===== config.mk =====
export PLATFORM = sky130hd
export DESIGN_NAME = distortion_processor
export DESIGN_NICKNAME = d
export VERILOG_FILES = /design/src/rtl/distortion_pkg.sv /design/src/rtl/distortion_clipper.sv /design/src/rtl/distortion_processor.sv
export SDC_FILE = /design/constraint.sdc
export NUM_CORES = 1
export LEC_CHECK = 0
export ABC_AREA = 1
export CELL_PAD_IN_SITES_DETAIL_PLACEMENT = 0
export CELL_PAD_IN_SITES_GLOBAL_PLACEMENT = 2
export CORE_AREA = 2 2 230 232
export CTS_CLUSTER_DIAMETER = 120
export DETAILED_ROUTE_END_ITERATION = 8
export DIE_AREA = 0 0 232 234
export DONT_BUFFER_PORTS = 1
export GPL_ROUTABILITY_DRIVEN = 0
export GPL_TIMING_DRIVEN = 1
export PLACE_DENSITY = 0.77
export SKIP_CTS_REPAIR_TIMING = 1
export SYNTH_ARGS = -nofsm -noshare
export SYNTH_HDL_FRONTEND = slang
export SYNTH_HIERARCHICAL = 1
export SYNTH_SLANG_ARGS = --single-unit

===== constraint.sdc =====
create_clock -name CLK -period 6.96 [get_ports CLK]
set_input_delay 1.392 -clock CLK [delete_from_list [all_inputs] [get_ports CLK]]
set_output_delay 1.392 -clock CLK [all_outputs]
set_load 0.03 [all_outputs]

===== src/rtl/distortion_pkg.sv =====
// Shared constants and control-clamping helpers for the distortion processor.
package distortion_pkg;

    localparam logic [1:0] MODE_BYPASS = 2'd0;
    localparam logic [1:0] MODE_GAIN   = 2'd1;
    localparam logic [1:0] MODE_CLIP   = 2'd2;
    localparam logic [1:0] MODE_DRIVE  = 2'd3;

    localparam int SAMPLE_MAX = 32767;
    localparam int THRESH_MAX = 32767;

    // Gains below 1 would mute or invert the signal; there is no upper bound.
    function automatic logic signed [15:0] clamp_gain(input logic signed [15:0] g);
        return (g < 16'sd1) ? 16'sd1 : g;
    endfunction

    function automatic logic signed [31:0] clamp_thresh(input logic signed [31:0] t);
        logic signed [31:0] r;
        r = t;
        if (t < 0)
            r = 0;
        else if (t > THRESH_MAX)
            r = THRESH_MAX;
        return r;
    endfunction

endpackage


===== src/rtl/distortion_clipper.sv =====
// Symmetric clamp of a 32-bit value to -limit..+limit; reports whether the value changed.
module distortion_clipper (
    input  logic [31:0] value,
    input  logic [31:0] limit,
    output logic [15:0] result,
    output logic        clipped
);
    logic signed [31:0] value_s;
    logic signed [31:0] limit_s;
    logic signed [31:0] neg_limit;

    assign value_s   = $signed(value);
    assign limit_s   = $signed(limit);
    assign neg_limit = -limit_s;

    // Equality with the limit passes through unchanged and is not a clip.
    always_comb begin
        result  = value_s[15:0];
        clipped = 1'b0;
        if (value_s > limit_s) begin
            result  = limit_s[15:0];
            clipped = 1'b1;
        end else if (value_s < neg_limit) begin
            result  = neg_limit[15:0];
            clipped = 1'b1;
        end
    end

endmodule


===== src/rtl/distortion_processor.sv =====
// Two-stage distortion pipeline: stage 1 captures sample and controls, stage 2 clamps and
// registers the output; a hold counter keeps clip_led lit for HOLD_SAMPLES outputs.
module distortion_processor
    import distortion_pkg::*;
#(
    parameter int HOLD_SAMPLES = 4800
) (
    input  logic        CLK,
    input  logic        RST,
    input  logic [15:0] sample_in,
    input  logic        in_valid,
    input  logic [15:0] gainNum,
    input  logic [31:0] threshold,
    input  logic [1:0]  mode,
    output logic [15:0] sample_out,
    output logic        out_valid,
    output logic        clip_led
);
    localparam int CNT_W = $clog2(HOLD_SAMPLES + 1);

    logic               s1_valid;
    logic signed [15:0] s1_sample;
    logic signed [15:0] s1_gain;
    logic signed [31:0] s1_thr;
    logic [1:0]         s1_mode;

    logic signed [31:0] product;
    logic signed [31:0] clip_value;
    logic signed [31:0] clip_limit;
    logic [15:0]        clip_result;
    logic               clip_hit;
    logic [15:0]        stage_result;
    logic               stage_clipped;
    logic [CNT_W-1:0]   hold_count;

    // Controls are frozen with the sample so later changes cannot leak into it.
    always_ff @(posedge CLK or posedge RST) begin
        if (RST) begin
            s1_valid  <= 1'b0;
            s1_sample <= '0;
            s1_gain   <= 16'sd1;
            s1_thr    <= '0;
            s1_mode   <= MODE_BYPASS;
        end else begin
            s1_valid <= in_valid;
            if (in_valid) begin
                s1_sample <= $signed(sample_in);
                s1_gain   <= clamp_gain($signed(gainNum));
                s1_thr    <= clamp_thresh($signed(threshold));
                s1_mode   <= mode;
            end
        end
    end

    // A 16x16 signed product always fits in 32 bits.
    assign product = 32'(s1_sample) * 32'(s1_gain);

    always_comb begin
        clip_value = 32'(s1_sample);
        clip_limit = s1_thr;
        if (s1_mode == MODE_GAIN || s1_mode == MODE_DRIVE)
            clip_value = product;
        if (s1_mode == MODE_GAIN)
            clip_limit = SAMPLE_MAX;
    end

    distortion_clipper u_clipper (
        .value   (clip_value),
        .limit   (clip_limit),
        .result  (clip_result),
        .clipped (clip_hit)
    );

    // Bypass skips the clamp so even -32768 passes through untouched.
    always_comb begin
        stage_result  = clip_result;
        stage_clipped = clip_hit;
        if (s1_mode == MODE_BYPASS) begin
            stage_result  = s1_sample;
            stage_clipped = 1'b0;
        end
    end

    always_ff @(posedge CLK or posedge RST) begin
        if (RST) begin
            out_valid  <= 1'b0;
            sample_out <= '0;
            hold_count <= '0;
        end else begin
            out_valid <= s1_valid;
            if (s1_valid) begin
                sample_out <= stage_result;
                if (stage_clipped)
                    hold_count <= CNT_W'(HOLD_SAMPLES);
                else if (hold_count != '0)
                    hold_count <= hold_count - CNT_W'(1);
            end
        end
    end

    assign clip_led = (hold_count != '0);

endmodule


### After elaboration in Yosys (flattened, before gate mapping)

Cells that the tools add are included.

| cells by class | value |
|---|---|
| mux-type cells | 13 |
| equality and inequality tests | 2 |
| order comparisons | 5 |
| $mul | 1 |
| add/sub/neg operators | 2 |
| reduce and logical (&&, ||, !) cells | 5 |

Operators by type and width:

| operator | number |
|---|---|
| two-way mux 32 bit | 4 |
| two-way mux 16 bit | 4 |
| > comparator 32 x 16 -> 1 bit, second input constant | 1 |
| > comparator 32 bit | 1 |
| less-than comparator 32 x 1 -> 1 bit, second input constant | 1 |
| less-than comparator 32 bit | 1 |
| multiplier 16 x 16 -> 32 bit | 1 |
| negator 32 bit | 1 |
| two-way mux 13 bit | 2 |
| less-than comparator 16 x 2 -> 1 bit, second input constant | 1 |
| nonzero test 13 bit | 1 |
| subtractor 13 x 1 -> 13 bit, second input constant | 1 |
| two-way mux 1 bit | 3 |
| == test 2 x 1 -> 1 bit, second input constant | 1 |
| == test 2 bit, second input constant | 1 |
| logical NOT 2 bit | 1 |
| AND reduction 2 bit | 1 |
| nonzero test 2 bit | 1 |
| logical OR 1 bit | 1 |

| word-level totals | value |
|---|---|
| logic and storage cells | 36 |
| flip-flop bits (word level) | 97 |
| output and inout port bits | 18 |
| input bits | 69 |

### Logic depth before layout (Yosys ltp)

Gate-level depths: netlist of run 1.

| logic depth | value |
|---|---|
| depth in word-level cells | 9 |
| mapped depth | 48 |
| gate-level depth less buffers | 46 |

### By module

Netlist of run 1, hierarchy kept.

Modules (own cells, without submodules):

| module | sequential area each (µm²) | times used | area each (µm²) | cells each |
|---|---|---|---|---|
| distortion_processor | 2403.6 | 1 | 15297.2 | 2059 |
| distortion_clipper | 0.0 | 1 | 2717.6 | 448 |

### Worst setup path after synthesis of run 1

No wires, ideal clock.

| timing | value |
|---|---|
| kind | register to register |
| start | register s1_sample[7] |
| end | register hold_count[6] |
| slack | -481 ps |
| data required time | 6836 ps |
| clock period less this slack | 7441 ps |
| setup time | 124 ps |
| data arrival time | 7317 ps |
| cell stages (with the launch flop) | 42 |
| path buffers | 2 |
| cell sequence | dfrtp_1 clkbuf_1 clkbuf_1 nand2_1 fa_1 inv_1 fa_1 inv_1 fa_1 inv_1 fa_1 fa_1 inv_1 fa_1 inv_1 ha_1 nand2_1 inv_1 [... 6 more ...] nand3_1 nand2_1 ha_1 nand2_1 nor2_1 nand2_1 nor4_2 nand2_1 nand3_1 nand3_2 nand2_1 nand2_2 nand4_2 nand2_4 nor2_4 nand2_1 a21boi_1 o21ai_1 |

| between the ends | value |
|---|---|
| longest elaborated chain between the ends | 8 |
| elaborated cells between the ends (all ways) | 10 |
| those cells by class | mul (1); order compare (2); mux (5); reduce/logical (2) |

Ends and longest elaborated chain:

| element | RTL line | RTL |
|---|---|---|
| from (decl) | distortion_processor.sv:22 | `logic signed [15:0] s1_sample;` |
| from (signal assigned) | distortion_processor.sv:47 | `s1_sample <= $signed(sample_in);` |
| multiplier 16 x 16 -> 32 bit (*) | distortion_processor.sv:56 | `assign product = 32'(s1_sample) * 32'(s1_gain);` |
| two-way mux 32 bit (*) | distortion_processor.sv:61 | `if (s1_mode == MODE_GAIN \|\| s1_mode == MODE_DRIVE)` |
| named net clip_value[31] | distortion_processor.sv:28 | `logic signed [31:0] clip_value;` |
| less-than comparator 32 bit | distortion_clipper.sv:23 | `end else if (value_s < neg_limit) begin` |
| two-way mux 1 bit | distortion_clipper.sv:23 |  |
| two-way mux 1 bit (*) | distortion_clipper.sv:20 | `if (value_s > limit_s) begin` |
| named net clip_hit | distortion_processor.sv:31 | `logic clip_hit;` |
| two-way mux 1 bit (*) | distortion_processor.sv:78 | `if (s1_mode == MODE_BYPASS) begin` |
| nonzero test 2 bit (no source line) | n/a |  |
| AND reduction 2 bit (no source line) | n/a |  |
| to (signal assigned) | distortion_processor.sv:94 | `hold_count <= CNT_W'(HOLD_SAMPLES);` |
| to (signal assigned) | distortion_processor.sv:96 | `hold_count <= hold_count - CNT_W'(1);` |
| to (decl) | distortion_processor.sv:34 | `logic [CNT_W-1:0] hold_count;` |

Mark *: on every way through the listed nets, which the timed path passes. The rest lies on a longest branch.
A chain may end at the register's enable or synchronous reset.

### Worst setup path after layout of run 1

| timing | value |
|---|---|
| start | register s1_gain[5] |
| end | register hold_count[12] |

| between the ends | value |
|---|---|
| longest elaborated chain between the ends | 8 |
| elaborated cells between the ends (all ways) | 10 |
| those cells by class | mul (1); order compare (2); mux (5); reduce/logical (2) |

Ends and longest elaborated chain:

| element | RTL line | RTL |
|---|---|---|
| from (decl) | distortion_processor.sv:23 | `logic signed [15:0] s1_gain;` |
| from (signal assigned) | distortion_processor.sv:48 | `s1_gain <= clamp_gain($signed(gainNum));` |
| multiplier 16 x 16 -> 32 bit (*) | distortion_processor.sv:56 |  |
| two-way mux 32 bit (*) | distortion_processor.sv:61 |  |
| named net clip_value[31] | distortion_processor.sv:28 |  |
| less-than comparator 32 bit | distortion_clipper.sv:23 |  |
| two-way mux 1 bit | distortion_clipper.sv:23 |  |
| two-way mux 1 bit (*) | distortion_clipper.sv:20 |  |
| named net clip_hit | distortion_processor.sv:31 |  |
| two-way mux 1 bit (*) | distortion_processor.sv:78 |  |
| nonzero test 2 bit (no source line) | n/a |  |
| AND reduction 2 bit (no source line) | n/a |  |

Marks and branches as above.

==> out/results.txt, run 1 <==
outcome: finished with violations
failing checks: setup timing
via count: 15900
slack of the critical path: -0.558 ns
mean post-synth cell area: 7.19 sq um
number of synthesized flops with an enable pin: 0
maximum capacitance violations: 0
CP max stage delay: 0.73 ns
Mapped Area: 18000 sq um
Final period util: 108%
Crit Path Class: reg2reg
leakage: 12.3 nW
FMAX: 133 MHz
Clock Sinks: 96
vias in the first global route: 16100
Core ar.: 52000 sq um
CTS tree: yes
initial DRC count: 767
Final Critical Period: 7.52 ns
worst-margin pin slew: 0.824 ns
RSZ-0062 raised after global routing: yes
most common flop cell mapped by yosys: dfrtp_1
VDD IR max: 0.325 mV
Psw: 6.39 mW
Async SR Flop Fraction: 100%
worst hold path class: reg2reg
WP data required: 7.23 ns
largest net degree at the start of global routing: 87
initial antenna violation count: 1
Initial Utilization: 34.6%
Layout fillers: 5459
final setup violation count: 29
crit path capture type: flip-flop
pre-CTS setup slack: -1.05 ns
synth warn: 6
final slew viol count: 0
detailed placement HPWL: 47200 um
DIE HEIGHT: 234 um
share of layout cells above drive strength 1: 21.4%
final wirelength: 56300 um
fin area: 22200 sq um
post-route ant nets: 0
Worst Skew: 0.0191 ns
total gr overflow: 0
total power: 12.0 mW
Slowest cell on crit path: fa_2
register area share after synthesis: 13.3%
Final Hold Fails: 0
Most Frequent Cell on Critical Path: nand2_1
Clock Latency Late Sink: 0.39 ns
clock-pin transition on the worst setup and hold timing paths: 0.08 ns
relative slew slack: 44.6%
# IOs: 87
Die ar.: 54300 sq um
register area: 2430 sq um
vias per cell: 4.71
area post-placement: 20500 sq um
CTS H-Tree Depth: 3
cells after synthesis: 2507
Netlist cell types: 43
PwrDens: 541 nW/um^2
FP Rows: 84
Synth Register Bits: 96
switch share: 53.1%
logic gate share of total power: 88.6%
CP max FO: 8
cts bufs inserted: 9
Multi-input gate area: 14000 sq um
internal power: 5.63 mW
CTS Buffer Depth: 2
Startpoint Class: flip-flop
fin util: 42.7%
gr usage total: 21.1%
critical path arrival: 7.79 ns
Pre-antenna DRT Iters: 5
I/O Buffers: 0
Placed Instances: 3327
# DRC: 0
WL/cell: 16.6 um
Layout area overhead: 23.3%
first-pass GRT wire length: 88200 um
nets: 3164
Post-Layout Cell Count: 3379
Die X: 232 um
clock tree root driver cell: clkbuf_16
Clk pwr share: 4.3%
sequential share of power: 7.1%
-- power by group through the flow --
stage	logic, mW	registers (mW)	clock network, mW
5_1_grt	11.9	0.863	0.542
3_3_place_gp	8.47	0.868	0
3_5_place_dp	8.47	0.868	0
4_1_cts	8.54	0.858	0.527
2_1_floorplan	5.20	0.798	0
6_report	10.7	0.856	0.511
-- synthesized netlist by cell type, types with 4 or more instances --
cell	count	area share, %
fa_1	262	29
o21ai_1	5	0.14
a31oi_1	18	0.63
o21ai_0	90	2.5
nor4_1	10	0.35
o21bai_1	6	0.25
inv_2	4	0.083
a21oi_1	54	1.5
clkbuf_1	76	1.6
nand2_1	672	14
nand3b_1	6	0.25
nor2_2	6	0.21
xnor2_1	6	0.29
o21a_1	4	0.17
dfrtp_1	95	13
nand4_1	25	0.87
ha_1	148	10
inv_1	628	13
nor2_1	148	3.1
nor3_1	11	0.31
nor2_4	6	0.38
buf_2	11	0.31
buf_1	7	0.15
nand3_2	5	0.28
nand3_1	139	3.9
or2_2	7	0.24
xor2_1	30	1.5
nand2_2	4	0.14
-- cells by family after synthesis --
family          synth area share (%)
simple gates                    24.6
flops                           13.3
fa+ha+maj                       39.4
buf+inv                         15.4
other cells                   0.0208
xor+xnor                        1.75
compound gates                  5.47
-- critical path: cells and delay by family (launching register included) --
kind / cells / cell delay, ns
AOI/OAI and AO/OA: 3 / 0.42
adders and majority gates: 8 / 3.69
DFF: 1 / 0.43
and+or+nand+nor: 21 / 1.89
buffers and inverters: 8 / 1.01
-- through the flow --
stage / hold slack [ns] / TNS [ns]
floorplan: 0.349 / 0
global placement: 0.460 / -24.63
detailed placement: 0.465 / -27.21
CTS: 0.482 / -28.42
global route: 0.505 / -24.21
finish: 0.473 / -12.72
-- path summary, 6_finish.rpt --
path	from	end	slack, ns	cells after the start
max in group asynchronous	RST	s1_thr[23]	4.77	2
min	s1_thr[18]	s1_thr[18]	0.47	2
min in group asynchronous	RST	s1_sample[12]	0.99	1
min reg2reg	s1_thr[18]	s1_thr[18]	0.47	2
max reg2reg	s1_gain[5]	hold_count[12]	-0.56	40
max	s1_gain[5]	hold_count[12]	-0.56	40
-- cells in the final DEF (no fill, tap or decap), types with 4 or more instances in the layout --
cell       instances
a21oi_1           37
a21oi_2           16
a31oi_1           16
buf_12            15
buf_4            222
buf_6             24
clkbuf_16          9
dfrtp_1           76
dfrtp_2           19
fa_1             245
fa_2              17
ha_1             112
ha_4              35
inv_1            601
inv_2             29
nand2_1          595
nand2_2           70
nand2_4           13
nand3_1          119
nand3_2           23
nand3b_1           6
nand4_1           25
nor2_1           123
nor2_2            20
nor2_4            17
nor3_1             5
nor3_2             6
nor4_1            10
o21a_1             4
o21ai_0           76
o21ai_1           15
o21bai_1           4
or2_2              7
xnor2_1            5
xor2_1            30
-- layer usage --
| layer | wire (um) | vias to the layer above | global-route usage [%] |
|---|---|---|---|
| met5 | 0 | - | 0 |
| met2 | 26300 | 259 | 34.1 |
| met4 | 1190 | 0 | 5.45 |
| met3 | 2340 | 60 | 2.68 |
| li1 | - | 7784 | - |
| met1 | 26400 | 7805 | 29.8 |
-- state kept, by name, indices dropped and copies added (netlist names) --
name / flops
s1_valid: 1
s1_gain: 16
s1_sample: 16
sample_out: 16
out_valid: 1
s1_mode: 2
hold_count: 13
s1_thr: 31
-- final cells by class --
type / count / area share (%)
Multi-Input combinational cell: 1682 / 63.0
Sequential cell: 96 / 10.9
Inverter: 632 / 10.7
Timing Repair Buffer: 264 / 10.3
Tap cell: 688 / 3.87
Clock buffer: 10 / 1.03
Clock inverter: 6 / 0.191
Antenna cell: 1 / 0.0113
No activity file was read; power rests on OpenSTA's default activity.
==> run 2: changes to the inputs <==
--- a/config.mk
+++ b/config.mk
@@ -7,15 +7,15 @@
 export LEC_CHECK = 0
 export ABC_AREA = 1
 export CELL_PAD_IN_SITES_DETAIL_PLACEMENT = 0
-export CELL_PAD_IN_SITES_GLOBAL_PLACEMENT = 2
-export CORE_AREA = 2 2 230 232
+export CELL_PAD_IN_SITES_GLOBAL_PLACEMENT = 1
+export CORE_AREA = 2 2 216 218
 export CTS_CLUSTER_DIAMETER = 120
 export DETAILED_ROUTE_END_ITERATION = 8
-export DIE_AREA = 0 0 232 234
+export DIE_AREA = 0 0 218 220
 export DONT_BUFFER_PORTS = 1
 export GPL_ROUTABILITY_DRIVEN = 0
 export GPL_TIMING_DRIVEN = 1
-export PLACE_DENSITY = 0.77
+export PLACE_DENSITY = 0.7
 export SKIP_CTS_REPAIR_TIMING = 1
 export SYNTH_ARGS = -nofsm -noshare
 export SYNTH_HDL_FRONTEND = slang
==> run 2 against run 1 <==
  * Clock skew about the same
  * Critical path depth unchanged
  * Die area decreased by 12%
  * Largest cell class unchanged
  * Core utilization increased by 5.3 points
  * First-iteration DRC count increased by 32%
  * Largest power group unchanged
  * Critical endpoint is now hold_count[10]
  * Clock-buffer cell count decreased by 1
  * The flow still finishes with violations (setup timing)
  * Via count about the same
==> out/results.txt, run 2 (same netlist as run 1, synthesis figures left out) <==
outcome: finished with violations
failing checks: setup timing
Clock Latency Late Sink: 0.39 ns (about the same)
I/O Buffers: 0 (unchanged)
Initial Utilization: 39.3% (+4.7 points)
R2R Path End: hold_count[10]
Final Critical Period: 7.70 ns (+0.179 ns)
FF-to-FF path depth: 40 (unchanged)
FP Rows: 79 (-6.0%)
Core ar.: 45900 sq um (-12%)
Placed Instances: 3222 (-3.2%)
via count: 15900 (+0.050%)
CTS Buffer Depth: 2 (unchanged)
Final period util: 111% (+2.6 points)
reg2reg start: s1_gain[3]
vias in the first global route: 15800 (-1.8%)
Slowest cell on crit path: fa_2
leakage: 12.3 nW (-0.14%)
fin util: 48.0% (+5.3 points)
# IOs: 87 (unchanged)
initial DRC count: 1013 (+32%)
nets: 3138 (-0.82%)
Die X: 218 um (-6.0%)
diode count: 0 (-1)
TNS Setup: -18.71 ns (-5.99 ns)
crit path to: hold_count[10]
CTS tree: yes
commonest non-fill, non-tap cell in the layout: nand2_1
CP max stage delay: 0.62 ns (-0.11 ns)
FMAX: 130 MHz (-2.3%)
internal power: 5.37 mW (-4.6%)
Final Hold Fails: 0 (unchanged)
Multi-input gate area: 14000 sq um (about the same)
DIE HEIGHT: 220 um (-6.0%)
Clk pwr share: 5.0% (+0.7 points)
Layout fillers: 4658 (-15%)
clock tree root driver cell: clkbuf_16
WL/cell: 16.5 um (-0.84%)
final wirelength: 54000 um (-4.0%)
maximum capacitance violations: 0 (unchanged)
VDD IR max: 0.446 mV (+37%)
Crit Path Class: reg2reg
Layout area overhead: 22.1%
CTS H-Tree Depth: 3 (unchanged)
Clock Sinks: 96 (unchanged)
register area: 2420 sq um (-0.21%)
Startpoint Class: flip-flop
RSZ-0062 raised after global routing: yes
max FFs per register: 31 (unchanged)
worst-margin pin slew: 0.996 ns (+0.172 ns)
final slew viol count: 0 (unchanged)
vias per cell: 4.87 (+3.4%)
critical path arrival: 8.02 ns (+0.23 ns)
total gr overflow: 0 (unchanged)
Worst Skew: 0.0193 ns (+0.000270 ns)
Largest Register: s1_thr
detailed placement HPWL: 44200 um (-6.3%)
commonest non-fill, non-tap cells in the layout: 617 x nand2_1, 606 x inv_1, 247 x fa_1
relative slew slack: 32.9% (-12 points)
Pre-antenna DRT Iters: 5 (unchanged)
largest net degree at the start of global routing: 87 (unchanged)
crit path capture type: flip-flop
WP data required: 7.28 ns (+0.05 ns)
clock-pin transition on the worst setup and hold timing paths: 0.10 ns (+0.02 ns)
final setup violation count: 29 (unchanged)
share of layout cells above drive strength 1: 19.4% (-2.0 points)
worst setup path start: s1_gain[3]
Post-Layout Cell Count: 3271 (-3.2%)
slack of the critical path: -0.737 ns (-0.179 ns)
switch share: 54.0% (+0.86 points)
Die ar.: 48000 sq um (-12%)
logic gate share of total power: 87.8% (-0.8 points)
Most Frequent Cell on Critical Path: inv_2
setup slack, reg-to-reg: -0.74 ns (-0.18 ns)
# DRC: 0 (unchanged)
worst hold path class: reg2reg
PwrDens: 531 nW/um^2 (-1.9%)
CP max FO: 6 (-2)
initial antenna violation count: 0 (-1)
post-route ant nets: 0 (unchanged)
cts bufs inserted: 9 (unchanged)
sequential share of power: 7.2% (about the same)
gr usage total: 23.0% (+1.9 points)
pre-CTS setup slack: -0.912 ns (+0.137 ns)
first-pass GRT wire length: 85500 um (-3.1%)
Psw: 6.30 mW (-1.3%)
run 2: per-stage QoR:
stage | total power [mW] | hold WS [ns] | instance area [sq um]
floorplan | 6.00 | 0.349 | 18300
global placement | 8.96 | 0.460 | 20300
detailed placement | 9.00 | 0.467 | 20300
CTS | 9.64 | 0.483 | 20600
global route | 12.8 | 0.513 | 22000
finish | 11.7 | 0.478 | 22000
run 2: area by class of cell:
| cell class | instances | share of cell area (%) |
|---|---|---|
| Inverter | 632 | 10.8 |
| Sequential cell | 96 | 11.0 |
| Clock inverter | 7 | 0.432 |
| Tap cell | 607 | 3.45 |
| Clock buffer | 9 | 1.02 |
| Multi-Input combinational cell | 1682 | 63.6 |
| Timing Repair Buffer | 238 | 9.66 |
run 2: power by group through the flow:
stage	registers (mW)	logic [mW]	clock network (mW)
after floorplan	0.798	5.20	0
after global placement	0.849	8.11	0
after detailed placement	0.850	8.15	0
after CTS	0.839	8.21	0.599
after global routing	0.850	11.4	0.610
final	0.840	10.3	0.585
run 2: how the worst min path moves through the flow:
stage	from	endpoint	slack (ns)	cells after the start
6_report	s1_thr[21]	s1_thr[21]	0.48	2
5_1_grt	s1_thr[21]	s1_thr[21]	0.51	2
4_1_cts	s1_thr[21]	s1_thr[21]	0.48	2
3_5_place_dp	s1_thr[21]	s1_thr[21]	0.47	2
3_3_place_gp	s1_thr[30]	s1_thr[30]	0.46	2
2_1_floorplan	s1_valid	out_valid	0.35	0
run 2: layer usage:
layer | wire length, um | part of all wire (%) | GRT usage, % | up-vias
met5 | 0 | 0 | 0 | -
met1 | 25500 | 47 | 33.3 | 7827
li1 | - | - | - | 7732
met3 | 2280 | 4.2 | 2.79 | 49
met2 | 25300 | 47 | 37.1 | 308
met4 | 918 | 1.7 | 4.65 | 0
run 2: critical path: cells and delay by family, from the launching register on:
kind,cells,cell delay (ns)
fa+ha+maj,8,3.83
buf+inv,12,1.16
simple gates,14,1.35
compound gates,6,0.78
flops,1,0.49
